--- config.mk ---
export PLATFORM = sky130hd
export DESIGN_NAME = mips_multicycle_ctrl
export DESIGN_NICKNAME = d
export VERILOG_FILES = /design/src/rtl/mips_pkg.sv /design/src/rtl/mips_ctrl_decode.sv /design/src/rtl/mips_multicycle_ctrl.sv
export SDC_FILE = /design/constraint.sdc
export NUM_CORES = 1
export LEC_CHECK = 0
export CAP_MARGIN = 15
export CORE_MARGIN = 2
export CORE_UTILIZATION = 48
export DETAILED_ROUTE_END_ITERATION = 16
export PLACE_DENSITY = 0.9
export RECOVER_POWER = 50
export SETUP_SLACK_MARGIN = 0.15
export SLEW_MARGIN = 20
export SYNTH_ARGS = -nofsm -noshare
export SYNTH_HDL_FRONTEND = slang
export SYNTH_SLANG_ARGS = --single-unit
--- constraint.sdc ---
create_clock -name clk -period 3.4 [get_ports clk]
set_clock_uncertainty 0.1 [all_clocks]
set_input_delay 0.34 -clock clk [delete_from_list [all_inputs] [get_ports clk]]
set_output_delay 0.34 -clock clk [all_outputs]
set_load 0.02 [all_outputs]
--- src/rtl/mips_pkg.sv ---
// -----------------------------------------------------------------------------
// mips_pkg
// Shared definitions for the multi-cycle MIPS controller:
//   - opcode constants for the supported instruction subset
//   - ctrl_state_t, the controller state encoding
//   - encodings of the alu_op, alu_src_b and pc_src datapath selects
//   - is_zero_ext(), which picks zero- vs sign-extension for an opcode
// -----------------------------------------------------------------------------
package mips_pkg;

  localparam logic [5:0] OP_RTYPE = 6'h00;
  localparam logic [5:0] OP_J     = 6'h02;
  localparam logic [5:0] OP_BEQ   = 6'h04;
  localparam logic [5:0] OP_ADDI  = 6'h08;
  localparam logic [5:0] OP_ANDI  = 6'h0C;
  localparam logic [5:0] OP_ORI   = 6'h0D;
  localparam logic [5:0] OP_LW    = 6'h23;
  localparam logic [5:0] OP_SW    = 6'h2B;

  localparam int STATE_W = 4;

  typedef enum logic [STATE_W-1:0] {
    S_FETCH,
    S_DECODE,
    S_MEMADR,
    S_MEMRD,
    S_MEMWB,
    S_MEMWR,
    S_RTEXEC,
    S_RTWB,
    S_IEXEC,
    S_IWB,
    S_BRANCH,
    S_JUMP,
    S_ILLEGAL
  } ctrl_state_t;

  typedef enum logic [1:0] {
    ALU_ADD   = 2'd0,
    ALU_SUB   = 2'd1,
    ALU_FUNCT = 2'd2,
    ALU_LOGIC = 2'd3
  } alu_op_t;

  typedef enum logic [1:0] {
    SRCB_RT      = 2'd0,
    SRCB_FOUR    = 2'd1,
    SRCB_IMM     = 2'd2,
    SRCB_IMM_SH2 = 2'd3
  } alu_src_b_t;

  typedef enum logic [1:0] {
    PCSRC_ALU    = 2'd0,
    PCSRC_ALUOUT = 2'd1,
    PCSRC_JUMP   = 2'd2
  } pc_src_t;

  // Logical immediates (andi, ori) are zero-extended; everything else that
  // uses the immediate treats it as signed.
  function automatic logic is_zero_ext(input logic [5:0] op);
    return (op == OP_ANDI) || (op == OP_ORI);
  endfunction

endpackage

--- src/rtl/mips_ctrl_decode.sv ---
// -----------------------------------------------------------------------------
// mips_ctrl_decode
// Purely combinational output decoder: maps the controller state plus the
// current instruction opcode onto the datapath enables and mux selects.
//
// Ports:
//   i_state      controller state (ctrl_state_t encoding)
//   i_opcode     opcode of the instruction in flight (live in DECODE,
//                latched copy afterwards)
//   i_mem_ready  memory handshake, qualifies the FETCH enables
//   i_alu_zero   ALU zero flag, gates the branch PC write
//   o_*          datapath controls, same meaning as the top-level outputs
// -----------------------------------------------------------------------------
module mips_ctrl_decode
  import mips_pkg::*;
#(
  parameter int OPC_W = 6
) (
  input  logic [STATE_W-1:0] i_state,
  input  logic [OPC_W-1:0]   i_opcode,
  input  logic               i_mem_ready,
  input  logic               i_alu_zero,
  output logic               o_pc_write,
  output logic               o_ir_write,
  output logic               o_mem_read,
  output logic               o_mem_write,
  output logic               o_i_or_d,
  output logic               o_reg_write,
  output logic               o_reg_dst,
  output logic               o_mem_to_reg,
  output logic               o_alu_src_a,
  output logic [1:0]         o_alu_src_b,
  output logic [1:0]         o_alu_op,
  output logic               o_ext_zero,
  output logic [1:0]         o_pc_src,
  output logic               o_illegal_op
);

  ctrl_state_t w_state;
  assign w_state = ctrl_state_t'(i_state);

  always_comb begin
    // NOTE: every output gets a default before the case so that no path
    // leaves one unassigned, which would otherwise infer a latch.
    o_pc_write   = 1'b0;
    o_ir_write   = 1'b0;
    o_mem_read   = 1'b0;
    o_mem_write  = 1'b0;
    o_i_or_d     = 1'b0;
    o_reg_write  = 1'b0;
    o_reg_dst    = 1'b0;
    o_mem_to_reg = 1'b0;
    o_alu_src_a  = 1'b0;
    o_alu_src_b  = SRCB_RT;
    o_alu_op     = ALU_ADD;
    o_ext_zero   = 1'b0;
    o_pc_src     = PCSRC_ALU;
    o_illegal_op = 1'b0;

    // The extender registers its output, so its mode must be set from DECODE
    // onward and held steady until the instruction returns to FETCH.
    if (w_state != S_FETCH) begin
      o_ext_zero = is_zero_ext(i_opcode);
    end

    case (w_state)
      S_FETCH: begin
        o_mem_read  = 1'b1;
        o_alu_src_b = SRCB_FOUR;
        // IR load and PC+4 happen together, only once the fetch completes.
        if (i_mem_ready) begin
          o_ir_write = 1'b1;
          o_pc_write = 1'b1;
          o_pc_src   = PCSRC_ALU;
        end
      end
      S_DECODE: begin
        // Speculatively compute the branch target into ALUOut.
        o_alu_src_b = SRCB_IMM_SH2;
      end
      S_MEMADR: begin
        o_alu_src_a = 1'b1;
        o_alu_src_b = SRCB_IMM;
      end
      S_MEMRD: begin
        o_mem_read = 1'b1;
        o_i_or_d   = 1'b1;
      end
      S_MEMWB: begin
        o_reg_write  = 1'b1;
        o_mem_to_reg = 1'b1;
      end
      S_MEMWR: begin
        o_mem_write = 1'b1;
        o_i_or_d    = 1'b1;
      end
      S_RTEXEC: begin
        o_alu_src_a = 1'b1;
        o_alu_op    = ALU_FUNCT;
      end
      S_RTWB: begin
        o_reg_write = 1'b1;
        o_reg_dst   = 1'b1;
      end
      S_IEXEC: begin
        o_alu_src_a = 1'b1;
        o_alu_src_b = SRCB_IMM;
        o_alu_op    = (i_opcode == OP_ADDI) ? ALU_ADD : ALU_LOGIC;
      end
      S_IWB: begin
        o_reg_write = 1'b1;
      end
      S_BRANCH: begin
        o_alu_src_a = 1'b1;
        o_alu_op    = ALU_SUB;
        o_pc_src    = PCSRC_ALUOUT;
        o_pc_write  = i_alu_zero;
      end
      S_JUMP: begin
        o_pc_write = 1'b1;
        o_pc_src   = PCSRC_JUMP;
      end
      S_ILLEGAL: begin
        o_illegal_op = 1'b1;
      end
      default: ;
    endcase
  end

endmodule

--- src/rtl/mips_multicycle_ctrl.sv ---
// -----------------------------------------------------------------------------
// mips_multicycle_ctrl
// Multi-cycle MIPS control FSM. Holds the state register, the opcode latched
// in DECODE, the next-state logic and the retired-instruction counter; the
// per-state output decode lives in mips_ctrl_decode.
//
// Ports:
//   clk, reset      rising-edge clock, synchronous active-high reset
//   opcode          instr[31:26] from the IR, valid from DECODE onward
//   mem_ready       memory access completes in a cycle where this is high
//   alu_zero        ALU zero flag, used by beq in BRANCH
//   pc_write .. pc_src   datapath enables and mux selects
//   illegal_op      one-cycle pulse for an unrecognised opcode
//   instr_count     retired-instruction count, wraps at 2^CNT_W
// -----------------------------------------------------------------------------
module mips_multicycle_ctrl
  import mips_pkg::*;
#(
  parameter int OPC_W = 6,
  parameter int CNT_W = 16
) (
  input  logic             clk,
  input  logic             reset,
  input  logic [OPC_W-1:0] opcode,
  input  logic             mem_ready,
  input  logic             alu_zero,
  output logic             pc_write,
  output logic             ir_write,
  output logic             mem_read,
  output logic             mem_write,
  output logic             i_or_d,
  output logic             reg_write,
  output logic             reg_dst,
  output logic             mem_to_reg,
  output logic             alu_src_a,
  output logic [1:0]       alu_src_b,
  output logic [1:0]       alu_op,
  output logic             ext_zero,
  output logic [1:0]       pc_src,
  output logic             illegal_op,
  output logic [CNT_W-1:0] instr_count
);

  ctrl_state_t      r_state;
  ctrl_state_t      w_next_state;
  logic [OPC_W-1:0] r_opcode;
  logic [OPC_W-1:0] w_opcode;
  logic [CNT_W-1:0] r_instr_count;
  logic             w_retire;

  logic       w_pc_write, w_ir_write, w_mem_read, w_mem_write, w_i_or_d;
  logic       w_reg_write, w_reg_dst, w_mem_to_reg, w_alu_src_a;
  logic [1:0] w_alu_src_b, w_alu_op, w_pc_src;
  logic       w_ext_zero, w_illegal_op;

  // In DECODE the latched copy is not loaded yet, so decode the live IR field.
  assign w_opcode = (r_state == S_DECODE) ? opcode : r_opcode;

  always_comb begin
    w_next_state = r_state;
    case (r_state)
      S_FETCH:  if (mem_ready) w_next_state = S_DECODE;
      S_DECODE: begin
        case (opcode)
          OP_RTYPE:                 w_next_state = S_RTEXEC;
          OP_LW, OP_SW:             w_next_state = S_MEMADR;
          OP_BEQ:                   w_next_state = S_BRANCH;
          OP_ADDI, OP_ANDI, OP_ORI: w_next_state = S_IEXEC;
          OP_J:                     w_next_state = S_JUMP;
          default:                  w_next_state = S_ILLEGAL;
        endcase
      end
      S_MEMADR: w_next_state = (r_opcode == OP_LW) ? S_MEMRD : S_MEMWR;
      S_MEMRD:  if (mem_ready) w_next_state = S_MEMWB;
      S_MEMWR:  if (mem_ready) w_next_state = S_FETCH;
      S_RTEXEC: w_next_state = S_RTWB;
      S_IEXEC:  w_next_state = S_IWB;
      default:  w_next_state = S_FETCH;
    endcase
  end

  // An instruction retires on its return to FETCH; FETCH stalls and the
  // ILLEGAL path do not count.
  assign w_retire = (w_next_state == S_FETCH) && (r_state != S_FETCH) &&
                    (r_state != S_ILLEGAL);

  always_ff @(posedge clk) begin
    // NOTE: state is updated with non-blocking assignments so every register
    // samples the pre-edge values, independent of statement order.
    if (reset) begin
      r_state       <= S_FETCH;
      r_opcode      <= '0;
      r_instr_count <= '0;
    end else begin
      r_state <= w_next_state;
      if (r_state == S_DECODE) begin
        r_opcode <= opcode;
      end
      if (w_retire) begin
        r_instr_count <= r_instr_count + 1'b1;
      end
    end
  end

  mips_ctrl_decode #(
    .OPC_W (OPC_W)
  ) u_decode (
    .i_state      (r_state),
    .i_opcode     (w_opcode),
    .i_mem_ready  (mem_ready),
    .i_alu_zero   (alu_zero),
    .o_pc_write   (w_pc_write),
    .o_ir_write   (w_ir_write),
    .o_mem_read   (w_mem_read),
    .o_mem_write  (w_mem_write),
    .o_i_or_d     (w_i_or_d),
    .o_reg_write  (w_reg_write),
    .o_reg_dst    (w_reg_dst),
    .o_mem_to_reg (w_mem_to_reg),
    .o_alu_src_a  (w_alu_src_a),
    .o_alu_src_b  (w_alu_src_b),
    .o_alu_op     (w_alu_op),
    .o_ext_zero   (w_ext_zero),
    .o_pc_src     (w_pc_src),
    .o_illegal_op (w_illegal_op)
  );

  // Outputs are forced low while reset is asserted so an interrupted store
  // or writeback cannot fire in the reset cycle itself.
  assign pc_write    = w_pc_write   & ~reset;
  assign ir_write    = w_ir_write   & ~reset;
  assign mem_read    = w_mem_read   & ~reset;
  assign mem_write   = w_mem_write  & ~reset;
  assign i_or_d      = w_i_or_d     & ~reset;
  assign reg_write   = w_reg_write  & ~reset;
  assign reg_dst     = w_reg_dst    & ~reset;
  assign mem_to_reg  = w_mem_to_reg & ~reset;
  assign alu_src_a   = w_alu_src_a  & ~reset;
  assign alu_src_b   = reset ? 2'd0 : w_alu_src_b;
  assign alu_op      = reset ? 2'd0 : w_alu_op;
  assign ext_zero    = w_ext_zero   & ~reset;
  assign pc_src      = reset ? 2'd0 : w_pc_src;
  assign illegal_op  = w_illegal_op & ~reset;
  assign instr_count = r_instr_count;

endmodule
Word level (Yosys, flattened, before mapping)
Cells that the tools add are included.
{"block": "word_totals", "ff_bits": 26, "mem_count": 0, "elab_cells": 80, "mem_bits_ro": 0, "latch_bits": 0, "ram_bits": 0, "out_inout_bits": 33}
{"block": "classes", "multipliers": 0, "div": 0, "mux": 26, "n_lt_le_gt_ge": 0, "shifts": 0, "n_eq_ne": 24, "add_sub_neg": 1, "bitwise": 12, "n_reduce_logical": 14}
{"operator": "$eq 6x4->1 const B", "count": 6}
{"operator": "$pmux 4 s7", "count": 1}
{"operator": "$eq 4x4->1 const B", "count": 5}
{"operator": "$pmux 4 s5", "count": 1}
{"operator": "$eq 6x6->1 const B", "count": 3}
{"operator": "$add 16x1->16 const B", "count": 1}
{"operator": "$eq 4x3->1 const B", "count": 4}
{"operator": "$mux 4", "count": 3}
{"operator": "$pmux 2 s3", "count": 2}
{"operator": "$and 1x1->1", "count": 11}
{"operator": "$mux 1", "count": 11}
{"operator": "$eq 4x2->1 const B", "count": 2}
{"operator": "$logic_not 4->1", "count": 2}
{"operator": "$mux 2", "count": 4}
{"operator": "$reduce_or 2->1", "count": 4}
{"operator": "$eq 6x2->1 const B", "count": 1}
{"operator": "$eq 6x3->1 const B", "count": 1}
{"operator": "$logic_not 6->1", "count": 1}
{"operator": "$mux 6", "count": 1}
{"operator": "$reduce_or 3->1", "count": 2}
{"operator": "$eq 4x1->1 const B", "count": 1}
{"operator": "$ne 4x4->1 const B", "count": 1}
{"operator": "$pmux 2 s2", "count": 1}
{"operator": "$reduce_bool 4->1", "count": 1}
{"operator": "6 further kinds", "count": 7}

Depth between registers and ports, before layout
Gate-level depths: netlist (run 1).
{"block": "depth", "ltp_word": 7, "mapped_depth": 10}

By module
A second synthesis (run 1) with hierarchy kept.
{"block": "hier_totals", "cells_unflattened": 228, "area_unflattened_um2": 1801.7}
{"mod": "mips_multicycle_ctrl", "cells_per_inst": 188, "n_inst": 1, "area_each_um2": 1532.7, "seq_area_each_um2": 520.5}
{"mod": "mips_ctrl_decode", "cells_per_inst": 40, "n_inst": 1, "area_each_um2": 269.0, "seq_area_each_um2": 0.0}

Worst setup path before layout (run 1)
No wires, ideal clock.
{"block": "synth_timing", "path_kind": "flip-flop to output port", "startpoint": "register r_state[1]", "endpoint": "output port alu_op[0]", "path_stages_with_launch": 7, "arrival_time_ns": 2.056, "required_ns": 2.960, "setup_slack_ns": 0.904, "cell_sequence": "dfxtp_1 -> clkbuf_2 -> or4b_2 -> buf_2 -> a21oi_1 -> o211ai_1 -> a211oi_1"}
{"block": "synth_via", "elab_chain_len": 6, "word_cells_on_any_way": 9, "cone_classes": "eq/ne: 5; mux: 4"}
{"item": "from (decl)", "line": "mips_multicycle_ctrl.sv:44", "source": "ctrl_state_t r_state;"}
{"item": "from (signal assigned)", "line": "mips_multicycle_ctrl.sv:95", "source": "r_state <= w_next_state;"}
{"item": "$eq 4x1->1", "line": "mips_multicycle_ctrl.sv:57", "source": "assign w_opcode = (r_state == S_DECODE) ? opcode : r_opcode;"}
{"item": "$mux 6"}
{"item": "$eq 6x4->1", "line": "mips_ctrl_decode.sv:108", "source": "o_alu_op = (i_opcode == OP_ADDI) ? ALU_ADD : ALU_LOGIC;"}
{"item": "$mux 2", "line": "mips_ctrl_decode.sv:108"}
{"item": "$pmux 2 s3 (*)", "line": "mips_ctrl_decode.sv:66", "source": "case (w_state)"}
{"item": "$mux 2 (*)", "line": "mips_multicycle_ctrl.sv:140", "source": "assign alu_op = reset ? 2'd0 : w_alu_op;"}
{"item": "to (decl)", "line": "mips_multicycle_ctrl.sv:37", "source": "output logic [1:0] alu_op,"}
Every way passes the cells marked *; elsewhere a longest branch is shown, timed or not.

Worst setup path after layout (run 1)
{"block": "layout_timing", "startpoint": "register r_state[2]", "endpoint": "output port alu_op[0]"}
Same word-level chain as after synthesis.

==> results of run 1 <==
[layout by cell type, fill, tap and decap left out, types with 2 or more instances in the layout]
cell / instances
sky130_fd_sc_hd__nor4_1: 3
sky130_fd_sc_hd__nand2b_1: 4
sky130_fd_sc_hd__clkdlybuf4s50_1: 22
sky130_fd_sc_hd__nor3b_1: 2
sky130_fd_sc_hd__dlygate4sd3_1: 20
sky130_fd_sc_hd__o21ai_0: 12
sky130_fd_sc_hd__xnor2_1: 2
sky130_fd_sc_hd__nor4b_1: 2
sky130_fd_sc_hd__o31ai_1: 4
sky130_fd_sc_hd__buf_4: 4
sky130_fd_sc_hd__nor2b_1: 5
sky130_fd_sc_hd__or3_1: 9
sky130_fd_sc_hd__a21oi_1: 24
sky130_fd_sc_hd__mux2_2: 2
sky130_fd_sc_hd__inv_1: 2
sky130_fd_sc_hd__dfxtp_1: 25
sky130_fd_sc_hd__nand2_1: 23
sky130_fd_sc_hd__nor3_1: 13
sky130_fd_sc_hd__or4_1: 4
sky130_fd_sc_hd__clkbuf_4: 3
sky130_fd_sc_hd__nand4_1: 2
sky130_fd_sc_hd__or4b_4: 2
sky130_fd_sc_hd__clkbuf_1: 2
sky130_fd_sc_hd__and2_1: 2
sky130_fd_sc_hd__a211o_1: 2
sky130_fd_sc_hd__nand3_1: 7
sky130_fd_sc_hd__nor2_1: 20
sky130_fd_sc_hd__mux2i_1: 2
sky130_fd_sc_hd__a211oi_1: 3
[worst max-delay path by stage]
stage / depth (start not counted) / from / endpoint / slack [ns]
after floorplan: 6 / r_state[1] / alu_op[0] / 0.90
after global placement: 7 / opcode[2] / instr_count[9] / 0.38
after detailed placement: 7 / opcode[0] / instr_count[5] / 0.32
after CTS: 7 / r_state[2] / alu_op[0] / 0.21
after global routing: 7 / r_state[2] / alu_op[0] / 0.13
final: 7 / r_state[2] / alu_op[0] / 0.27
[final cells by class]
class                      count  area (µm²)  area share, %
tap                           46        57.6           2.74
inverter                       2        7.51          0.357
multi-input combinational    171        1000           47.8
clock buffer                   3        22.5           1.07
timing repair buffer          48         458           21.8
sequential                    26         522           24.8
clock inverter                 1        30.0           1.43
[cell families after synthesis]
family          synth area share, %
fa+ha+maj                     0.777
mux                            2.64
buf+inv                        5.91
xor+xnor                       1.63
compound gates                 21.4
simple gates                   35.4
flops                          32.3
[flip-flops by register name, indices dropped and copies added (netlist names)]
register     flops
instr_count     16
r_opcode         6
r_state          4
[timing repair]
action / in CTS / in global routing
hold buffers: 0 / 0
setup endpoints to repair: 2 / 2
setup buffers: 0 / 0
resized for setup: 2 / 1
[tightest hold or removal path, cell delays in order (launching register included)]
cell and delay (ns):
sky130_fd_sc_hd__dfxtp_1 0.35, sky130_fd_sc_hd__nand2_1 0.06, sky130_fd_sc_hd__a21oi_1 0.05
[metal layers]
| metal | track usage (%) | part of all wire, % |
|---|---|---|
| met5 | 0 | 0 |
| met1 | 27.8 | 49 |
| met3 | 2.28 | 3.4 |
| met2 | 30.5 | 47 |
| met4 | 5.47 | 1.0 |
[through the flow]
step	power, mW	hold WS, ns	cells	instance area (µm²)
2_1_floorplan	0.454	0.340	216	1610
3_3_place_gp	0.508	0.357	293	2050
3_5_place_dp	0.511	0.365	293	2050
4_1_cts	0.723	0.384	297	2100
5_1_grt	0.746	0.406	297	2100
6_report	0.717	0.381	297	2100
[Yosys cell counts, types with 2 or more instances]
cell type and count:
sky130_fd_sc_hd__inv_1 2, sky130_fd_sc_hd__a21oi_1 24, sky130_fd_sc_hd__buf_2 6, sky130_fd_sc_hd__buf_1 2, sky130_fd_sc_hd__buf_6 2, sky130_fd_sc_hd__nand3_1 7
sky130_fd_sc_hd__nand2b_1 4, sky130_fd_sc_hd__nor3_1 14, sky130_fd_sc_hd__a211oi_1 3, sky130_fd_sc_hd__nand4_1 2, sky130_fd_sc_hd__or3_1 9, sky130_fd_sc_hd__nor3b_1 2
sky130_fd_sc_hd__and2_1 2, sky130_fd_sc_hd__nand2_1 23, sky130_fd_sc_hd__nor2_1 20, sky130_fd_sc_hd__clkbuf_1 6, sky130_fd_sc_hd__xnor2_1 2, sky130_fd_sc_hd__nor4_1 3
sky130_fd_sc_hd__o21ai_0 12, sky130_fd_sc_hd__mux2i_1 2, sky130_fd_sc_hd__mux2_2 2, sky130_fd_sc_hd__a211o_1 2, sky130_fd_sc_hd__nor2b_1 5, sky130_fd_sc_hd__or4_1 4
sky130_fd_sc_hd__dfxtp_1 26, sky130_fd_sc_hd__nor4b_1 2, sky130_fd_sc_hd__o31ai_1 4
[power by group through the flow]
stage | combinational (mW) | sequential (mW) | clock, mW
detailed placement | 0.174 | 0.337 | 0
global route | 0.191 | 0.334 | 0.221
finish | 0.173 | 0.332 | 0.212
floorplan | 0.124 | 0.330 | 0
CTS | 0.175 | 0.331 | 0.216
global placement | 0.171 | 0.337 | 0
==> out/qor.json, run 1 <==
{
  "status": {
    "outcome": "completed"
  },
  "yosys": {
    "synth_fp_nets": 227,
    "async_flop_share_pct": 0,
    "netlist-cell-type-count": 51,
    "synth-seq-area-share_pct": 32.3,
    "post-synth-top-area-fraction_pct": 32.3,
    "synth_flop_cell": "sky130_fd_sc_hd__dfxtp_1",
    "ys.warnings.count": 0,
    "synth.ff_latch_count": 26,
    "syn_area_per_cell_um2": 7.46,
    "synth-edff-count": 0,
    "yosysTopAreaCell": "sky130_fd_sc_hd__dfxtp_1",
    "post_synth_instance_area_mm2": 0.00161,
    "post_synth_inst_count": 216,
    "netlist_top_cells_area": "sky130_fd_sc_hd__dfxtp_1 (32%), sky130_fd_sc_hd__a21oi_1 (7.5%), sky130_fd_sc_hd__nand2_1 (5.4%)"
  },
  "place": {
    "detailedPlacementHpwl_um": 2700,
    "port_buffers": 42,
    "dpl_worst_slack_ns": 0.315,
    "gp_congestion": 0.902
  },
  "sta": {
    "unrepaired_setup_endpoints_after_global_routing": "no",
    "fmax_mhz": 320,
    "worst-slew-pin-transition_ns": 1.02,
    "timing_hold_violations_final": 0,
    "final_period_minus_worst_setup_slack_ns": 3.13,
    "final_max_tran_viols": 0,
    "setup_viol": 0,
    "worst_slack_ns": 0.272,
    "setup-tns-final_ns": 0,
    "relSlewSlack_pct": 32.3,
    "timing.final.crit_share_pct": 92.0
  },
  "power": {
    "p_leak_nw": 0.738,
    "power_switching_share_pct": 28.7,
    "intPower_mw": 0.511,
    "power_frac_clock_pct": 29.6,
    "ir_worst_vdd_mv": 0.140,
    "sequentialPowerShare_pct": 46.3,
    "power_density_mw_per_mm2": 341,
    "power.switching_mw": 0.206,
    "comb_power_share_pct": 24.1
  },
  "drt": {
    "detail_route.iter0.violations": 97,
    "dr_total_vias": 1701,
    "route.detailed.vias_per_inst": 5.73,
    "drc_violation_count_after_routing": 0,
    "finalWirelength_um": 3600,
    "ant_nets": 0,
    "avgRoutedWirePerCell_um": 12.1,
    "detailedRoute.firstPassIterationCount": 4
  },
  "layout": {
    "layout-drive-gt1-share_pct": 7.17,
    "design.final.nets": 263,
    "finalCoreUtilization_pct": 64.0,
    "insertedDiodeCount": 0,
    "filler_cell_count": 282,
    "area_growth_syn_to_layout_pct": 30.5
  },
  "clock_tree": {
    "root_buffer": "sky130_fd_sc_hd__clkbuf_4",
    "cts_buffers": 3,
    "cts_tree": "built",
    "insertion_delay_ns": 0.32,
    "post_cts_clock_slew_at_the_launch_and_capture_registers_of_the_worst_setup_and_hold_paths_ns": 0.15,
    "htree_num_levels": 1,
    "numClockSinks": 26,
    "cts-root-to-sink-buffers": 2
  },
  "critical_path": {
    "crit_path_max_fanout": 11,
    "worst_ep_required_time_ns": 2.96,
    "r2r.worst_path.cells": 7,
    "setup_slack_reg_to_reg_ns": 0.65,
    "setup.worst_path.end_class": "output port",
    "cp_num_buf_inv": 3,
    "r2r_start": "r_state[2]",
    "capture_point_of_the_worst_reg_to_reg_path": "instr_count[5]",
    "timing.critical_path.max_delay_family": "buffers and inverters",
    "ordered_list_of_cells_on_the_worst_path": "buf_4 > nor3_2 > clkbuf_1 > a31oi_1 > o211ai_1 > a211oi_1 > clkdlybuf4s50_1",
    "critical-path-slowest-cell": "sky130_fd_sc_hd__clkdlybuf4s50_1",
    "slowest_stage_delay_cp_ns": 0.64,
    "start_kind": "register",
    "crit_arrival_ns": 2.69,
    "ws_path_type": "register to output port"
  },
  "hold_path": {
    "hold_depth": 2,
    "hp-start": "r_opcode[5]",
    "hold_end": "r_opcode[5]",
    "timing.hold.worst.class": "register to register"
  },
  "job": {
    "cap_viol_max_count": 0
  },
  "floorplan": {
    "fp.dieArea_mm2": 0.00383,
    "y_dimension_of_the_die_um": 61.9,
    "placeableCoreArea_mm2": 0.00328,
    "boundaryPins": 43,
    "number_of_placement_rows": 21,
    "initial_util_pct": 49.0,
    "die_w_um": 61.9
  },
  "global_routing": {
    "grt_start_max_net_pins": 30,
    "grt-ovfl-total": 0,
    "grt_antenna_before_repair": 0,
    "grt_util_all_layers_pct": 19.3,
    "via_count_of_the_first_global_routing_pass": 1321,
    "grt_pass1_wl_um": 5760
  }
}
Power figures use the tool's default switching activity.
==> run 2: changes to the inputs <==
- SETUP_SLACK_MARGIN: 0.15 -> 0.5
==> run 2 against run 1 <==
Effect of this change:
- sequential power about the same
- final cell count unchanged
- global-route usage about the same
- critical path depth did not move
- sequential share of layout area is 0.16 points higher
- die area unchanged
- non-clock buffer count stayed put
- critical endpoint is now instr_count[5]
- largest cell class unchanged
==> out/qor.json, run 2 (synthesis gave the netlist of run 1 again) <==
{
  "layout": {
    "layout.cells.most_common_list": "sky130_fd_sc_hd__a21oi_1 (24), sky130_fd_sc_hd__nand2_1 (23), sky130_fd_sc_hd__dfxtp_1 (23)",
    "filler_cell_count": {"value": 288, "change": "+2.1%"},
    "stdcell_count": {"value": 297, "change": "unchanged"},
    "layout-drive-gt1-share": {"value": 7.57, "unit": "%", "change": "+0.40 points"},
    "design.final.nets": {"value": 263, "change": "unchanged"},
    "layout_commonest_cell": "sky130_fd_sc_hd__a21oi_1",
    "insertedDiodeCount": {"value": 0, "change": "unchanged"},
    "largest_register_ff_count": {"value": 16, "change": "unchanged"},
    "area_growth_syn_to_layout_pct": 30.2
  },
  "status": {
    "outcome": "completed"
  },
  "critical_path": {
    "setup.worst_path.end_class": "register",
    "start_kind": "input port",
    "crit_path_max_fanout": {"value": 29, "change": "+18"},
    "crit_arrival": {"value": 3.07, "unit": "ns", "change": "+0.38 ns"},
    "worst_ep_required_time": {"value": 3.57, "unit": "ns", "change": "+0.61 ns"},
    "ws_path_type": "input port to register"
  },
  "drt": {
    "avgRoutedWirePerCell": {"value": 12.1, "unit": "µm", "change": "-0.47%"},
    "finalWirelength": {"value": 3590, "unit": "µm", "change": "-0.47%"},
    "detail_route.iter0.violations": {"value": 81, "change": "-16%"},
    "route.detailed.vias_per_inst": {"value": 5.63, "change": "-1.8%"},
    "ant_nets": {"value": 0, "change": "unchanged"},
    "detailedRoute.firstPassIterationCount": {"value": 4, "change": "unchanged"},
    "dr_total_vias": {"value": 1671, "change": "-1.8%"},
    "drc_violation_count_after_routing": {"value": 0, "change": "unchanged"}
  },
  "place": {
    "port_buffers": {"value": 42, "change": "unchanged"},
    "place_inst": {"value": 293, "change": "unchanged"},
    "detailedPlacementHpwl": {"value": 2700, "unit": "µm", "change": "unchanged"},
    "gp_congestion": {"value": 0.902, "change": "unchanged"}
  },
  "job": {
    "cap_viol_max_count": {"value": 0, "change": "unchanged"}
  },
  "floorplan": {
    "fp.dieArea": {"value": 0.00383, "unit": "mm²", "change": "unchanged"},
    "initial_util": {"value": 49.0, "unit": "%", "change": "unchanged"},
    "number_of_placement_rows": {"value": 21, "change": "unchanged"},
    "boundaryPins": {"value": 43, "change": "unchanged"},
    "die_w": {"value": 61.9, "unit": "µm", "change": "unchanged"},
    "placeableCoreArea": {"value": 0.00328, "unit": "mm²", "change": "unchanged"},
    "y_dimension_of_the_die": {"value": 61.9, "unit": "µm", "change": "unchanged"}
  },
  "power": {
    "sequentialPowerShare": {"value": 46.4, "unit": "%", "change": "about the same"},
    "ir_worst_vdd": {"value": 0.147, "unit": "mV", "change": "+5.1%"},
    "power_frac_clock": {"value": 29.8, "unit": "%", "change": "+0.2 points"},
    "power.switching": {"value": 0.205, "unit": "mW", "change": "-0.34%"},
    "intPower": {"value": 0.510, "unit": "mW", "change": "-0.18%"},
    "p_leak": {"value": 0.766, "unit": "nW", "change": "+3.8%"},
    "power_density": {"value": 341, "unit": "mW/mm²", "change": "about the same"},
    "comb_power_share": {"value": 23.9, "unit": "%", "change": "-0.2 points"},
    "power_switching_share": {"value": 28.7, "unit": "%", "change": "-0.033 points"}
  },
  "clock_tree": {
    "post_cts_clock_slew_at_the_launch_and_capture_registers_of_the_worst_setup_and_hold_paths": {"value": 0.15, "unit": "ns", "change": "about the same"},
    "cts-root-to-sink-buffers": {"value": 2, "change": "unchanged"},
    "postCtsSetupRepairBufs": {"value": 0, "change": "unchanged"},
    "cts_buffers": {"value": 3, "change": "unchanged"},
    "cts.hold.buffers_added": {"value": 0, "change": "unchanged"},
    "numClockSinks": {"value": 26, "change": "unchanged"},
    "insertion_delay": {"value": 0.32, "unit": "ns", "change": "about the same"},
    "root_buffer": "sky130_fd_sc_hd__clkbuf_4",
    "cts_tree": "built",
    "htree_num_levels": {"value": 1, "change": "unchanged"}
  },
  "global_routing": {
    "grt_antenna_before_repair": {"value": 0, "change": "unchanged"},
    "grt_util_all_layers": {"value": 19.3, "unit": "%", "change": "about the same"},
    "grt_pass1_wl": {"value": 5760, "unit": "µm", "change": "unchanged"},
    "via_count_of_the_first_global_routing_pass": {"value": 1321, "change": "unchanged"},
    "grt_start_max_net_pins": {"value": 30, "change": "unchanged"},
    "grt-ovfl-total": {"value": 0, "change": "unchanged"}
  },
  "sta": {
    "unrepaired_setup_endpoints_after_global_routing": "no",
    "relSlewSlack": {"value": 66.2, "unit": "%", "change": "+34 points"},
    "fmax": {"value": 344, "unit": "MHz", "change": "+7.7%"},
    "final_period_minus_worst_setup_slack": {"value": 2.90, "unit": "ns", "change": "-0.223 ns"},
    "timing_hold_violations_final": {"value": 0, "change": "unchanged"},
    "timing.final.crit_share": {"value": 85.4, "unit": "%", "change": "-6.6 points"},
    "setup-tns-final": {"value": 0, "unit": "ns", "change": "unchanged"},
    "final_max_tran_viols": {"value": 0, "change": "unchanged"},
    "hold-worst-slack": {"value": 0.381, "unit": "ns", "change": "-0.0000960 ns"},
    "setup_viol": {"value": 0, "change": "unchanged"},
    "worst-slew-pin-transition": {"value": 0.505, "unit": "ns", "change": "-0.511 ns"}
  },
  "hold_path": {
    "timing.hold.worst.class": "register to register"
  }
}
==> run 2: cell types whose count changed in the layout (fill, tap and decap cells not counted), sizes merged <==
cell and delta:
clkdlybuf4s50 -4, clkbuf -1, dlygate4sd3 +1, dlymetal6s2s +1
dlygate4sd2 +2, buf +1
==> run 2: power by group through the flow <==
stage | Clock [mW] | Sequential, mW | Combinational (mW)
2_1_floorplan | 0 | 0.330 | 0.124
3_3_place_gp | 0 | 0.337 | 0.171
3_5_place_dp | 0 | 0.337 | 0.174
4_1_cts | 0.216 | 0.331 | 0.175
5_1_grt | 0.221 | 0.334 | 0.190
6_report | 0.213 | 0.332 | 0.171
==> run 2: final timing paths <==
check,from,to,slack [ns],cells after the start
worst max-delay path,opcode[0],instr_count[5],0.50,7
worst min-delay path,r_opcode[5],r_opcode[5],0.38,2
worst max register to register,r_state[2],instr_count[5],0.67,7
worst min register to register,r_opcode[5],r_opcode[5],0.38,2
==> run 2: stage by stage <==
stage / util (%) / power (mW) / setup slack, ns / cell area [µm²]
final: 63.8 / 0.715 / 0.495 / 2100
after CTS: 64.2 / 0.723 / 0.530 / 2110
after floorplan: - / 0.454 / 0.904 / 1610
after global placement: 62.3 / 0.508 / 0.382 / 2050
after detailed placement: 62.3 / 0.511 / 0.315 / 2050
after global routing: 63.8 / 0.745 / 0.324 / 2100
==> run 2: area by class of cell <==
cell class / count / area [µm²] / area share (%)
tap: 46 / 57.6 / 2.74
clock buffer: 3 / 22.5 / 1.07
sequential: 26 / 524 / 25.0
inverter: 2 / 7.51 / 0.358
clock inverter: 1 / 30.0 / 1.43
timing repair buffer: 48 / 462 / 22.0
multi-input combinational: 171 / 993 / 47.4
==> run 2: timing repair <==
item                                    CTS  global route
cloned                                    0             0
endpoints found under the setup margin    3             2
resized for setup                         7             2
==> run 2: critical path, stage by stage <==
cell and delay (ns):
sky130_fd_sc_hd__dlygate4sd3_1 0.61, sky130_fd_sc_hd__or3_1 0.46, sky130_fd_sc_hd__o21ai_1 0.20, sky130_fd_sc_hd__a21oi_1 0.10
sky130_fd_sc_hd__or4b_4 0.64, sky130_fd_sc_hd__or4_1 0.55, sky130_fd_sc_hd__a21oi_1 0.16
==> run 2: layer usage <==
layer	global-route usage (%)	wire (µm)	up-vias
met1	27.7	1770	777
met3	2.28	100	6
met2	30.5	1680	31
met4	5.47	37	0
li1	-	-	857
met5	0	0	-
==> run 3: changes to the inputs <==
- CORE_UTILIZATION: 48 -> 43
- PLACE_DENSITY: 0.9 -> 0.86
- clock period: 3.4 -> 2.41 ns (I/O delays scaled with it)
==> run 3 against run 2 <==
Effect of this change:
- the flow now finishes with violations (negative setup slack)
- final area rose by 36%
- utilization grew 14 points
- final cell count is 18% higher
- worst hold slack better by 0.014 ns
- clock-buffer cell count did not move
- routed wire length rose by 90%
==> out/qor.json, run 3 (synthesis gave the netlist of run 1 again) <==
{
  "critical_path": {
    "crit_arrival": {"value": 2.59, "unit": "ns", "change": "-0.48 ns"},
    "setup.worst_path.end_class": "register",
    "r2r.worst_path.cells": {"value": 8, "change": "+1"},
    "start_kind": "register",
    "worst_ep_required_time": {"value": 2.51, "unit": "ns", "change": "-1.06 ns"},
    "capture_point_of_the_worst_reg_to_reg_path": "instr_count[3]",
    "r2r_start": "r_state[2]",
    "ws_path_type": "register to register",
    "setup_slack_reg_to_reg": {"value": -0.07, "unit": "ns", "change": "-0.74 ns"},
    "crit_path_max_fanout": {"value": 9, "change": "-69%"}
  },
  "sta": {
    "setup-tns-final": {"value": -0.296, "unit": "ns", "change": "-0.296 ns"},
    "setup_viol": {"value": 7, "change": "+7"},
    "worst-slew-pin-transition": {"value": 0.507, "unit": "ns", "change": "+0.00192 ns"},
    "unrepaired_setup_endpoints_after_global_routing": "yes",
    "final_period_minus_worst_setup_slack_ns": 2.48,
    "fmax_mhz": 403,
    "timing.final.crit_share_pct": 103,
    "final_max_tran_viols": {"value": 0, "change": "unchanged"},
    "worst_slack": {"value": -0.0712, "unit": "ns", "change": "-0.566 ns"},
    "relSlewSlack": {"value": 65.9, "unit": "%", "change": "-0.28 points"},
    "timing_hold_violations_final": {"value": 0, "change": "unchanged"}
  },
  "layout": {
    "design.final.nets": {"value": 314, "change": "+19%"},
    "layout-drive-gt1-share": {"value": 45.7, "unit": "%", "change": "+38 points"},
    "insertedDiodeCount": {"value": 0, "change": "unchanged"},
    "area_growth_syn_to_layout_pct": 76.8,
    "layout.cells.most_common_list": "sky130_fd_sc_hd__buf_4 (47), sky130_fd_sc_hd__dfxtp_1 (22), sky130_fd_sc_hd__nand2_1 (20)",
    "finalCoreUtilization": {"value": 78.3, "unit": "%", "change": "+14 points"},
    "layout_commonest_cell": "sky130_fd_sc_hd__buf_4",
    "largest_register_ff_count": {"value": 16, "change": "unchanged"}
  },
  "global_routing": {
    "grt_start_max_net_pins": {"value": 27, "change": "-10%"},
    "grt_antenna_before_repair": {"value": 0, "change": "unchanged"},
    "grt-ovfl-total": {"value": 0, "change": "unchanged"},
    "grt_util_all_layers": {"value": 26.9, "unit": "%", "change": "+7.5 points"},
    "grt_pass1_wl": {"value": 8990, "unit": "µm", "change": "+56%"},
    "via_count_of_the_first_global_routing_pass": {"value": 1962, "change": "+49%"}
  },
  "drt": {
    "finalWirelength": {"value": 6820, "unit": "µm", "change": "+90%"},
    "avgRoutedWirePerCell": {"value": 19.5, "unit": "µm", "change": "+61%"},
    "ant_nets": {"value": 0, "change": "unchanged"},
    "drc_violation_count_after_routing": {"value": 0, "change": "unchanged"},
    "dr_total_vias": {"value": 2210, "change": "+32%"},
    "route.detailed.vias_per_inst": {"value": 6.31, "change": "+12%"},
    "detailedRoute.firstPassIterationCount": {"value": 7, "change": "+3"},
    "detail_route.iter0.violations": {"value": 282, "change": "+250%"}
  },
  "floorplan": {
    "initial_util": {"value": 44.3, "unit": "%", "change": "-4.7 points"},
    "boundaryPins": {"value": 43, "change": "unchanged"},
    "y_dimension_of_the_die": {"value": 65.2, "unit": "µm", "change": "+5.3%"},
    "die_w": {"value": 65.2, "unit": "µm", "change": "+5.3%"},
    "placeableCoreArea": {"value": 0.00363, "unit": "mm²", "change": "+11%"},
    "fp.dieArea": {"value": 0.00425, "unit": "mm²", "change": "+11%"},
    "number_of_placement_rows": {"value": 22, "change": "+4.8%"}
  },
  "power": {
    "p_leak": {"value": 1.09, "unit": "nW", "change": "+42%"},
    "power_density": {"value": 462, "unit": "mW/mm²", "change": "+36%"},
    "ir_worst_vdd": {"value": 0.527, "unit": "mV", "change": "+260%"},
    "fin_total_pwr": {"value": 1.32, "unit": "mW", "change": "+84%"}
  },
  "hold_path": {
    "hp-start": "opcode[3]",
    "hold_depth": {"value": 4, "change": "+2"},
    "timing.hold.worst.class": "input port to register",
    "hold_end": "r_opcode[3]"
  },
  "clock_tree": {
    "root_buffer": "sky130_fd_sc_hd__clkbuf_8",
    "numClockSinks": {"value": 26, "change": "unchanged"},
    "insertion_delay": {"value": 0.29, "unit": "ns", "change": "-0.03 ns"},
    "cts-root-to-sink-buffers": {"value": 2, "change": "unchanged"},
    "htree_num_levels": {"value": 1, "change": "unchanged"},
    "post_cts_clock_slew_at_the_launch_and_capture_registers_of_the_worst_setup_and_hold_paths": {"value": 0.09, "unit": "ns", "change": "-0.06 ns"},
    "cts_buffers": {"value": 3, "change": "unchanged"},
    "cts_tree": "built",
    "cts.hold.buffers_added": {"value": 0, "change": "unchanged"}
  },
  "place": {
    "gp_congestion": {"value": 0.876, "change": "-2.9%"},
    "detailedPlacementHpwl": {"value": 3170, "unit": "µm", "change": "+17%"},
    "port_buffers": {"value": 42, "change": "unchanged"}
  },
  "job": {
    "cap_viol_max_count": {"value": 0, "change": "unchanged"}
  },
  "status": {
    "failed_checks": "negative setup slack",
    "outcome": "finished with violations"
  }
}
-- run 3: cell count changes in the layout (fill, tap and decap cells not counted), sizes merged --
cell / change
dlygate4sd3: -21
clkbuf: +3
or4b: +1
dlymetal6s2s: -1
buf: +64
dlygate4sd2: +5
-- run 3: per-stage QoR --
step           hold WS [ns]  setup slack, ns  cells  instance area [µm²]
2_1_floorplan         0.277            0.151    216                 1680
3_3_place_gp          0.357           -0.318    326                 2330
3_5_place_dp          0.367           -0.378    326                 2330
4_1_cts               0.378           0.0619    345                 2610
5_1_grt               0.408           -0.150    350                 2850
6_report              0.395          -0.0712    350                 2850
-- run 3: worst max-delay path by stage --
stage          startpoint        endpoint  slack, ns  depth (start not counted)
2_1_floorplan   opcode[2]  instr_count[9]       0.15                          8
3_3_place_gp    opcode[0]  instr_count[2]      -0.32                          8
3_5_place_dp    opcode[0]  instr_count[4]      -0.38                          8
4_1_cts        r_state[2]  instr_count[9]       0.06                          7
5_1_grt         mem_ready  instr_count[3]      -0.15                          8
6_report       r_state[2]  instr_count[3]      -0.07                          8
-- run 3: critical path, stage by stage (launching register included) --
cell,delay (ns)
sky130_fd_sc_hd__dfxtp_4,0.38
sky130_fd_sc_hd__buf_2,0.15
sky130_fd_sc_hd__o21ai_0,0.12
sky130_fd_sc_hd__nand3b_1,0.22
sky130_fd_sc_hd__a2bb2oi_4,0.20
sky130_fd_sc_hd__or4b_4,0.56
sky130_fd_sc_hd__buf_6,0.18
sky130_fd_sc_hd__or3_1,0.33
sky130_fd_sc_hd__a21oi_1,0.17
-- run 3: timing repair --
| item | CTS | global route |
|---|---|---|
| buffers inserted | 13 | 5 |
| setup endpoints to repair | 33 | 32 |
| gates resized for setup | 106 | 63 |
| gates cloned | 2 | 0 |
| pin swaps | 17 | 6 |
-- run 3: power breakdown --
part / internal, mW / switching [mW] / leakage (nW)
clock network: 0.223 / 0.146 / 0.0357
registers: 0.446 / 0.0204 / 0.213
logic: 0.235 / 0.246 / 0.837
-- run 3: cell type report --
| type | instances | area [µm²] |
|---|---|---|
| multi-input cells | 172 | 1350 |
| repair buffers | 98 | 828 |
| fillers | 223 | 787 |
| flip-flops and latches | 26 | 531 |
| well taps | 48 | 60.1 |
| clock buffers | 3 | 41.3 |
| clock inverters | 1 | 30.0 |
| inverters | 2 | 7.51 |
-- run 3: layer usage --
| metal | track usage [%] | vias to the layer above | share of wire [%] |
|---|---|---|---|
| li1 | - | 963 | - |
| met5 | 0 | - | 0 |
| met2 | 45.8 | 159 | 49 |
| met3 | 4.79 | 35 | 8.4 |
| met1 | 33.0 | 1053 | 39 |
| met4 | 11.7 | 0 | 4.0 |
==> variant: new RTL, settings of run 1 <==
`CNT_W`: 16 -> 32.
--- a/src/rtl/mips_multicycle_ctrl.sv
+++ b/src/rtl/mips_multicycle_ctrl.sv
@@ -17,7 +17,7 @@
   import mips_pkg::*;
 #(
   parameter int OPC_W = 6,
-  parameter int CNT_W = 16
+  parameter int CNT_W = 32
 ) (
   input  logic             clk,
   input  logic             reset,
Ports: changed (resized instr_count); port bits go from 43 to 59. No check against the original RTL was run, so the function may have changed too.
==> variant against run 1 <==
Total power increased by 56%; area after synthesis increased by 65%; routed wire length increased by 81%; design area increased by 59%; combinational power increased by 28%; sequential cell count increased by 16; sequential share of layout area increased by 0.28 points; count of clock-buffer cells in the layout increased by 4; die area increased by 60%; worst setup slack improved by 93 ps; synthesized cell count increased by 56%; critical path type unchanged; critical endpoint is now alu_op[1]; largest power group unchanged.
==> variant: results (changes against run 1) <==
| Metric | Value |
|---|---|
| Outcome | `completed` |
| Iter 0 DRT Violations | `148 (+53%)` |
| Sequential share of cell area | `25.1% (+0.28 points)` |
| Vias in the first global route | `2462 (+86%)` |
| Syn Nets | `348 (+53%)` |
| Routed length on met2 | `3.29 mm (+94%)` |
| FFs & Latches | `42 (+62%)` |
| Clk Latency, worst-skew pair | `290 ps (-30 ps)` |
| First-pass GRT wire length | `10.8 mm (+88%)` |
| Non-clock buffer share of cell area | `19.5% (-2.3 points)` |
| Routed met1 length | `2.79 mm (+59%)` |
| Max reg flops | `32 (+16)` |
| Switching Share | `28.2% (-0.49 points)` |
| Syn Inst Count | `337 (+56%)` |
| Final Wtd Congestion | `0.916 (+1.5%)` |
| Synth Area in Adders | `0.471% (-0.31 points)` |
| Sequential Power Share | `45.5% (-0.8 points)` |
| Family with the most delay on the worst path | `simple AND/OR/NAND/NOR gates` |
| Clock root cell | `clkbuf_8` |
| Pin count of the biggest net entering global routing | `41 (+37%)` |
| Static Leakage | `0.00115 µW (+56%)` |
| DR WL met3 | `370 µm (+210%)` |
| IR drop worst, VDD | `0.165 mV (+17%)` |
| Clock-cell share | `3.18% (+0.67 points)` |
| Slew margin rel. | `55.3% (+23 points)` |
| Placed insts | `447 (+53%)` |
| Global-route usage over all layers | `21.1% (+1.8 points)` |
| Synth-to-Final Area Change | `26.0%` |
| Vias per cell | `6.10 (+6.6%)` |
| Mux contribution to synthesized area | `2.07% (-0.57 points)` |
| #MultiIn Comb | `258 (+51%)` |
| Non-clk invs | `10 (+8)` |
| WL final | `6.52 mm (+81%)` |
| HPWL Detailed | `4.58 mm (+70%)` |
| Area post-placement | `3240 µm² (+59%)` |
| Final nets | `393 (+49%)` |
| Sequential area share after synthesis | `31.7% (-0.67 points)` |
| Synth top area cells | `dfxtp_1, a21oi_1, o31ai_1` |
| Avg Inst Size Synth | `7.88 µm² (+5.7%)` |
| GR Layer Usage met2 | `38.2% (+7.7 points)` |
| Clock-pin slew on the worst setup and hold paths | `70 ps (-80 ps)` |
| Synth top cells by count | `dfxtp_1, a21oi_1, nand2_1` |
| Cts bufs inserted | `5 (+2)` |
| Post-CTS resize count | `0 (-2)` |
| Nonclk buf count | `65 (+35%)` |
variant: cell types whose count changed in the layout (fill, tap and decap cells not counted), moves of 7 or more:
cell,before,now
o31ai_1,4,22
or4_1,4,22
dfxtp_1,25,42
dlygate4sd3_1,20,37
a21oi_1,24,39
inv_1,2,10
nand2_1,23,31
nand4_1,2,9
variant: kinds of logic (layout without fill, tap and decap cells):
family,after synthesis,in the layout
adder cells (fa/ha/maj),1,1
buffers and inverters,37,83
AO/OA/AOI/OAI,89,89
XOR/XNOR,1,1
multiplexers,5,5
flip-flops,42,42
AND/OR/NAND/NOR,162,162
variant: final timing paths:
check	cells past startpoint	start	endpoint	slack, ps
max	6	r_state[1]	alu_op[1]	360
min	2	r_opcode[5]	r_opcode[5]	380
max reg2reg	7	r_state[1]	instr_count[22]	500
min reg2reg	2	r_opcode[5]	r_opcode[5]	380
